**src/rtl/ahblite_slave_mux.sv**
```systemverilog
// AHB-Lite response multiplexer with a built-in default slave.
// Captures the address-phase slave selects. In the data phase it routes the
// selected slave's ready, response and read data back to the master. Active
// transfers that hit no enabled port receive a two-cycle ERROR response.
module ahblite_slave_mux #(
  parameter bit          Port0_en  = 1'b1,
  parameter bit          Port1_en  = 1'b0,
  parameter bit          Port2_en  = 1'b0,
  parameter bit          Port3_en  = 1'b0,
  parameter bit          Port4_en  = 1'b0,
  parameter logic [31:0] ERR_RDATA = 32'h0000_0000
) (
  input  logic        HCLK,
  input  logic        HRESETn,
  input  logic        HREADY,
  input  logic [1:0]  HTRANS,
  input  logic        P0_HSEL,
  input  logic        P0_HREADYOUT,
  input  logic        P0_HRESP,
  input  logic [31:0] P0_HRDATA,
  input  logic        P1_HSEL,
  input  logic        P1_HREADYOUT,
  input  logic        P1_HRESP,
  input  logic [31:0] P1_HRDATA,
  input  logic        P2_HSEL,
  input  logic        P2_HREADYOUT,
  input  logic        P2_HRESP,
  input  logic [31:0] P2_HRDATA,
  input  logic        P3_HSEL,
  input  logic        P3_HREADYOUT,
  input  logic        P3_HRESP,
  input  logic [31:0] P3_HRDATA,
  input  logic        P4_HSEL,
  input  logic        P4_HREADYOUT,
  input  logic        P4_HRESP,
  input  logic [31:0] P4_HRDATA,
  output logic        HREADYOUT,
  output logic        HRESP,
  output logic [31:0] HRDATA
);

  typedef enum logic [1:0] {
    IDLE = 2'd0,
    ERR1 = 2'd1,
    ERR2 = 2'd2
  } state_t;

  state_t     state, state_next;
  logic [4:0] en_sel;
  logic [4:0] pri_sel;
  logic [4:0] sel_q;
  logic       unmapped;
  logic       unused;

  // Only HTRANS[1] separates active transfers from IDLE/BUSY.
  assign unused = HTRANS[0];

  // Mask the decoder selects with the port enables, then keep only the
  // lowest set bit.
  always_comb begin
    en_sel   = {P4_HSEL & Port4_en, P3_HSEL & Port3_en, P2_HSEL & Port2_en,
                P1_HSEL & Port1_en, P0_HSEL & Port0_en};
    pri_sel  = en_sel & (~en_sel + 5'd1);
    unmapped = (en_sel == '0) & HTRANS[1];
  end

  // Default-slave next state. ERR1 always advances because the master is
  // stalled in it. The other states advance only on an address-phase capture.
  always_comb begin
    state_next = state;
    case (state)
      IDLE:    if (HREADY && unmapped) state_next = ERR1;
      ERR1:    state_next = ERR2;
      ERR2:    if (HREADY) state_next = unmapped ? ERR1 : IDLE;
      default: state_next = IDLE;
    endcase
  end

  // Default-slave state register.
  always_ff @(posedge HCLK or negedge HRESETn) begin
    if (!HRESETn) state <= IDLE;
    else          state <= state_next;
  end

  // Data-phase select register. It is cleared whenever the default slave
  // owns the next data phase, so the slave inputs cannot reach the outputs.
  always_ff @(posedge HCLK or negedge HRESETn) begin
    if (!HRESETn)    sel_q <= '0;
    else if (HREADY) sel_q <= (state_next == IDLE) ? pri_sel : '0;
  end

  // Response mux. The error states take precedence. With nothing selected,
  // the mux returns a zero-wait OKAY response with zero data.
  always_comb begin
    HREADYOUT = 1'b1;
    HRESP     = 1'b0;
    HRDATA    = '0;
    if (state != IDLE) begin
      HREADYOUT = (state == ERR2);
      HRESP     = 1'b1;
      HRDATA    = ERR_RDATA;
    end else if (sel_q[0]) begin
      HREADYOUT = P0_HREADYOUT;
      HRESP     = P0_HRESP;
      HRDATA    = P0_HRDATA;
    end else if (sel_q[1]) begin
      HREADYOUT = P1_HREADYOUT;
      HRESP     = P1_HRESP;
      HRDATA    = P1_HRDATA;
    end else if (sel_q[2]) begin
      HREADYOUT = P2_HREADYOUT;
      HRESP     = P2_HRESP;
      HRDATA    = P2_HRDATA;
    end else if (sel_q[3]) begin
      HREADYOUT = P3_HREADYOUT;
      HRESP     = P3_HRESP;
      HRDATA    = P3_HRDATA;
    end else if (sel_q[4]) begin
      HREADYOUT = P4_HREADYOUT;
      HRESP     = P4_HRESP;
      HRDATA    = P4_HRDATA;
    end
  end

endmodule

```
**config.mk**
```make
export PLATFORM = sky130hd
export DESIGN_NAME = ahblite_slave_mux
export DESIGN_NICKNAME = d
export VERILOG_FILES = /design/src/rtl/ahblite_slave_mux.sv
export SDC_FILE = /design/constraint.sdc
export NUM_CORES = 1
export LEC_CHECK = 0
export ABC_AREA = 1
export CAP_MARGIN = 20
export CORE_AREA = 4 4 81 83
export CTS_CLUSTER_SIZE = 24
export DETAILED_ROUTE_END_ITERATION = 10
export DIE_AREA = 0 0 85 87
export PLACE_DENSITY = 0.67
export SKIP_LAST_GASP = 1
export SYNTH_ARGS = -nofsm -noshare
export SYNTH_HDL_FRONTEND = slang
export SYNTH_SLANG_ARGS = --single-unit
```
**constraint.sdc**
```tcl
create_clock -name HCLK -period 1.2 [get_ports HCLK]
set_input_delay 0.3 -clock HCLK [delete_from_list [all_inputs] [get_ports HCLK]]
set_output_delay 0.3 -clock HCLK [all_outputs]
set_load 0.01 [all_outputs]
```
==> run summary <==
The checks that failed: setup timing. In this run, post-CTS hold repair placed 0 buffers. Input and output buffers added on the ports amount to 72. Measured along the x axis, the die boundary spans 85 um. The logs give 0.900 for the worst-case headroom to the max-slew limit and 0 for the residual antenna-violating net count after detailed routing.

The leading cell type in the layout, fill and taps excluded is sky130_fd_sc_hd__clkdlybuf4s50_1. Subtracting the final worst setup slack from the clock period gives 1570 ps. The logs give 819 for the detailed-route via count and 5850 sq um for the placeable core region. Derived from the worst setup path, the maximum achievable clock frequency is 637 MHz. Floorplan die area: 7400 sq um. The global router's overall resource usage was 0.0548; the number of failing hold endpoints at the final stage was 0. The final total power is 0.00105 W, and the slack of the critical path is -369 ps. The run gives 781 as the via count of the first global-routing pass. Kind of end point of the critical path: a primary output.

The clock root buffer master was sky130_fd_sc_hd__clkbuf_8. Floorplan die height: 87 um. The largest individual stage delay along the critical path comes from the cell sky130_fd_sc_hd__dfrtp_1. Relative to the synthesized area, the layout overhead comes to 220%. The finished layout holds 251 standard cells, fillers aside. The run gives 0 as the max-capacitance violation count. The flop and latch count out of synthesis was 3; the part of the Yosys area used for sequential elements was 0.157.

The tools report the post-synthesis net count as 270. Fill cells in the final layout number 656. During synthesis, Yosys emitted a total of 0 warnings.

The synthesized cell area was 478 sq um; the peak supply drop was 0.000271 V. For this run the aggregate overflow at the end of global routing stands at 0. Data on the critical path is required at its endpoint by 900 ps. The insertion delay to the later sink of the worst-skew pair came out at 210 ps. The register clock-pin slew on the reported worst setup and hold paths came out at 30 ps. The cell count after synthesis is 90. After the last flow step, the layout net total stands at 357.

Setup repair after global routing could not meet its margin everywhere. In this run the core area contains 28 standard-cell rows. The netlist uses 11 different library cells. In the layout the commonest cells are sky130_fd_sc_hd__clkdlybuf4s50_1, sky130_fd_sc_hd__inv_1, sky130_fd_sc_hd__buf_6, sky130_fd_sc_hd__nor2_4, sky130_fd_sc_hd__buf_2.

For the total length of routed wires, the log shows 2580 um. Along the worst path, the maximum fanout reaches 7. The run gives 214 as the I/O pin count. The leakage component of the power is 0.798 nW. By area the synthesized netlist is led by sky130_fd_sc_hd__inv_1, sky130_fd_sc_hd__nor2_1, sky130_fd_sc_hd__dfrtp_1. The number of slew-limit violations in the final report is 0, and the detailed placer's ending HPWL is 1870 um. The critical path goes through nor2_4 -> nand2_4 -> clkbuf_16 -> nor2_2 -> buf_2. The tools report the number of placed instances with taps included as 241. Initial core utilization: 0.0817.

The DRC marker count from the first detailed-route iteration is 8, and the synthesized area per cell is 5.31 sq um. The first-pass iteration count of the detailed router came out at 4. The ratio of final minimum period to clock period is 1.31. The actual transition at the worst max-transition pin is 150 ps. Summed over all instances, the cell type with the most area after synthesis is sky130_fd_sc_hd__inv_1. TritonCTS built the clock tree. After detailed routing, the number of remaining DRC violations is 0.

The maximum buffer depth of the clock tree was 2. Kind of critical path: reg -> out. The clock drives 3 sinks.

Before CTS, the worst setup slack after placement is -587 ps. After detailed routing, the average wire length per cell comes to 10.3 um. The logic depth of the worst register-to-register path was 7.

The tools report the kind of launch point of the worst setup path as a flip-flop. The tools report the CTS H-tree depth as 1. Hold timing on the final database bottoms out at a slack of 269 ps. The fraction of layout instances using a drive strength above 1 is 0.466. In the routed layout, each cell is associated on average with a via count of 3.26. The first global-routing pass estimated 3260 um of wire.

The stage delay of the slowest cell on the critical path was 390 ps. Clock skew on the completed layout was measured at 0.297 ps. The path class of the tightest hold or removal check is in -> async. Clock tree synthesis inserted a total of 3 buffers.

The total power divided by cell area is 690 nW/um^2, and the initial antenna violation count is 0. 0 antenna diodes ended up in the layout. The flow ran to the end, but the final reports show violations. Entering global routing, the biggest net connects 29 pins. Fraction of post-synthesis cell area in the top cell type by area: 0.298. The final weighted congestion in routability-driven placement came out at 0.739. Setup violations remaining at the end of the flow were counted as 34. STA puts the critical path data arrival time at 1270 ps.
[worst max-delay path: cells and delay by family, from the launching register on]
family / cells / cell delay [ps]
buf+inv: 2 / 320
flops: 1 / 390
simple gates: 3 / 340
[flip-flops by register name (all words and copies together) (netlist names)]
name,flops
state,2
sel_q,1
[layout make-up]
type | count | area, sq um | share of cell area
repair buffers | 85 | 821 | 0.537
multi-input cells | 46 | 350 | 0.229
inverters | 38 | 143 | 0.0934
well taps | 75 | 93.8 | 0.0614
flip-flops and latches | 3 | 75.1 | 0.0491
clock buffers | 4 | 45.0 | 0.0295
[what timing repair did]
action / in CTS / in global routing
cloned: 0 / 3
resized for setup: 128 / 66
endpoints found under the hold margin: 0 / 0
setup endpoints to repair: 34 / 34
pin swaps: 2 / 4
setup buffers: 3 / 1
[cells in the mapped netlist]
library cell and number:
sky130_fd_sc_hd__nor2_2 9, sky130_fd_sc_hd__buf_6 3, sky130_fd_sc_hd__nor3b_1 1, sky130_fd_sc_hd__dfrtp_1 3
sky130_fd_sc_hd__nand2_4 1, sky130_fd_sc_hd__nor2_4 2, sky130_fd_sc_hd__nand3_1 3, sky130_fd_sc_hd__inv_1 38
sky130_fd_sc_hd__nor2_1 22, sky130_fd_sc_hd__nand2_1 7, sky130_fd_sc_hd__a21oi_1 1
[metrics by stage]
| step | utilization | setup TNS (ps) | cell area, sq um |
|---|---|---|---|
| finish | 0.261 | -11330 | 1530 |
| global route | 0.261 | -13850 | 1530 |
| CTS | 0.231 | -12020 | 1350 |
| detailed placement | 0.226 | -18020 | 1320 |
| global placement | 0.226 | -17640 | 1320 |
| floorplan | - | -1.90 | 478 |
[report_power, final]
part / switching (W) / internal [W] / total (W) / leakage [nW]
clock: 0.0000630 / 0.000226 / 0.000289 / 0.0228
sequential: 0.00000589 / 0.000110 / 0.000116 / 0.0393
combinational: 0.000284 / 0.000366 / 0.000650 / 0.736
[per-layer routing]
| layer | vias up | track usage | part of all wire |
|---|---|---|---|
| met5 | - | 0 | 0 |
| met4 | 0 | 0.0230 | 0.0062 |
| met3 | 2 | 0.0237 | 0.11 |
| met2 | 46 | 0.102 | 0.56 |
| met1 | 362 | 0.0523 | 0.32 |
| li1 | 409 | - | - |
[worst paths after layout]
check | from | endpoint | slack (ps)
min in group HCLK | sel_q[0]$_DFFE_PN0P_ | sel_q[0]$_DFFE_PN0P_ | 600
hold / removal | HRESETn | sel_q[0]$_DFFE_PN0P_ | 270
setup / recovery | state[1]$_DFF_PN0_ | HRDATA[9] | -370
max in group asynchronous | HRESETn | state[0]$_DFF_PN0_ | 790
setup reg to reg | state[1]$_DFF_PN0_ | sel_q[0]$_DFFE_PN0P_ | 90
hold reg to reg | sel_q[0]$_DFFE_PN0P_ | sel_q[0]$_DFFE_PN0P_ | 600
[cell families (layout without fill, tap and decap cells)]
kind of cell | count (synthesis) | count (layout) | share of synthesized area
AND/OR/NAND/NOR | 45 | 45 | 0.463
buffers and inverters | 41 | 127 | 0.369
flip-flops | 3 | 3 | 0.157
AO/OA/AOI/OAI | 1 | 1 | 0.0105
(Power assumes the default switching activity.)
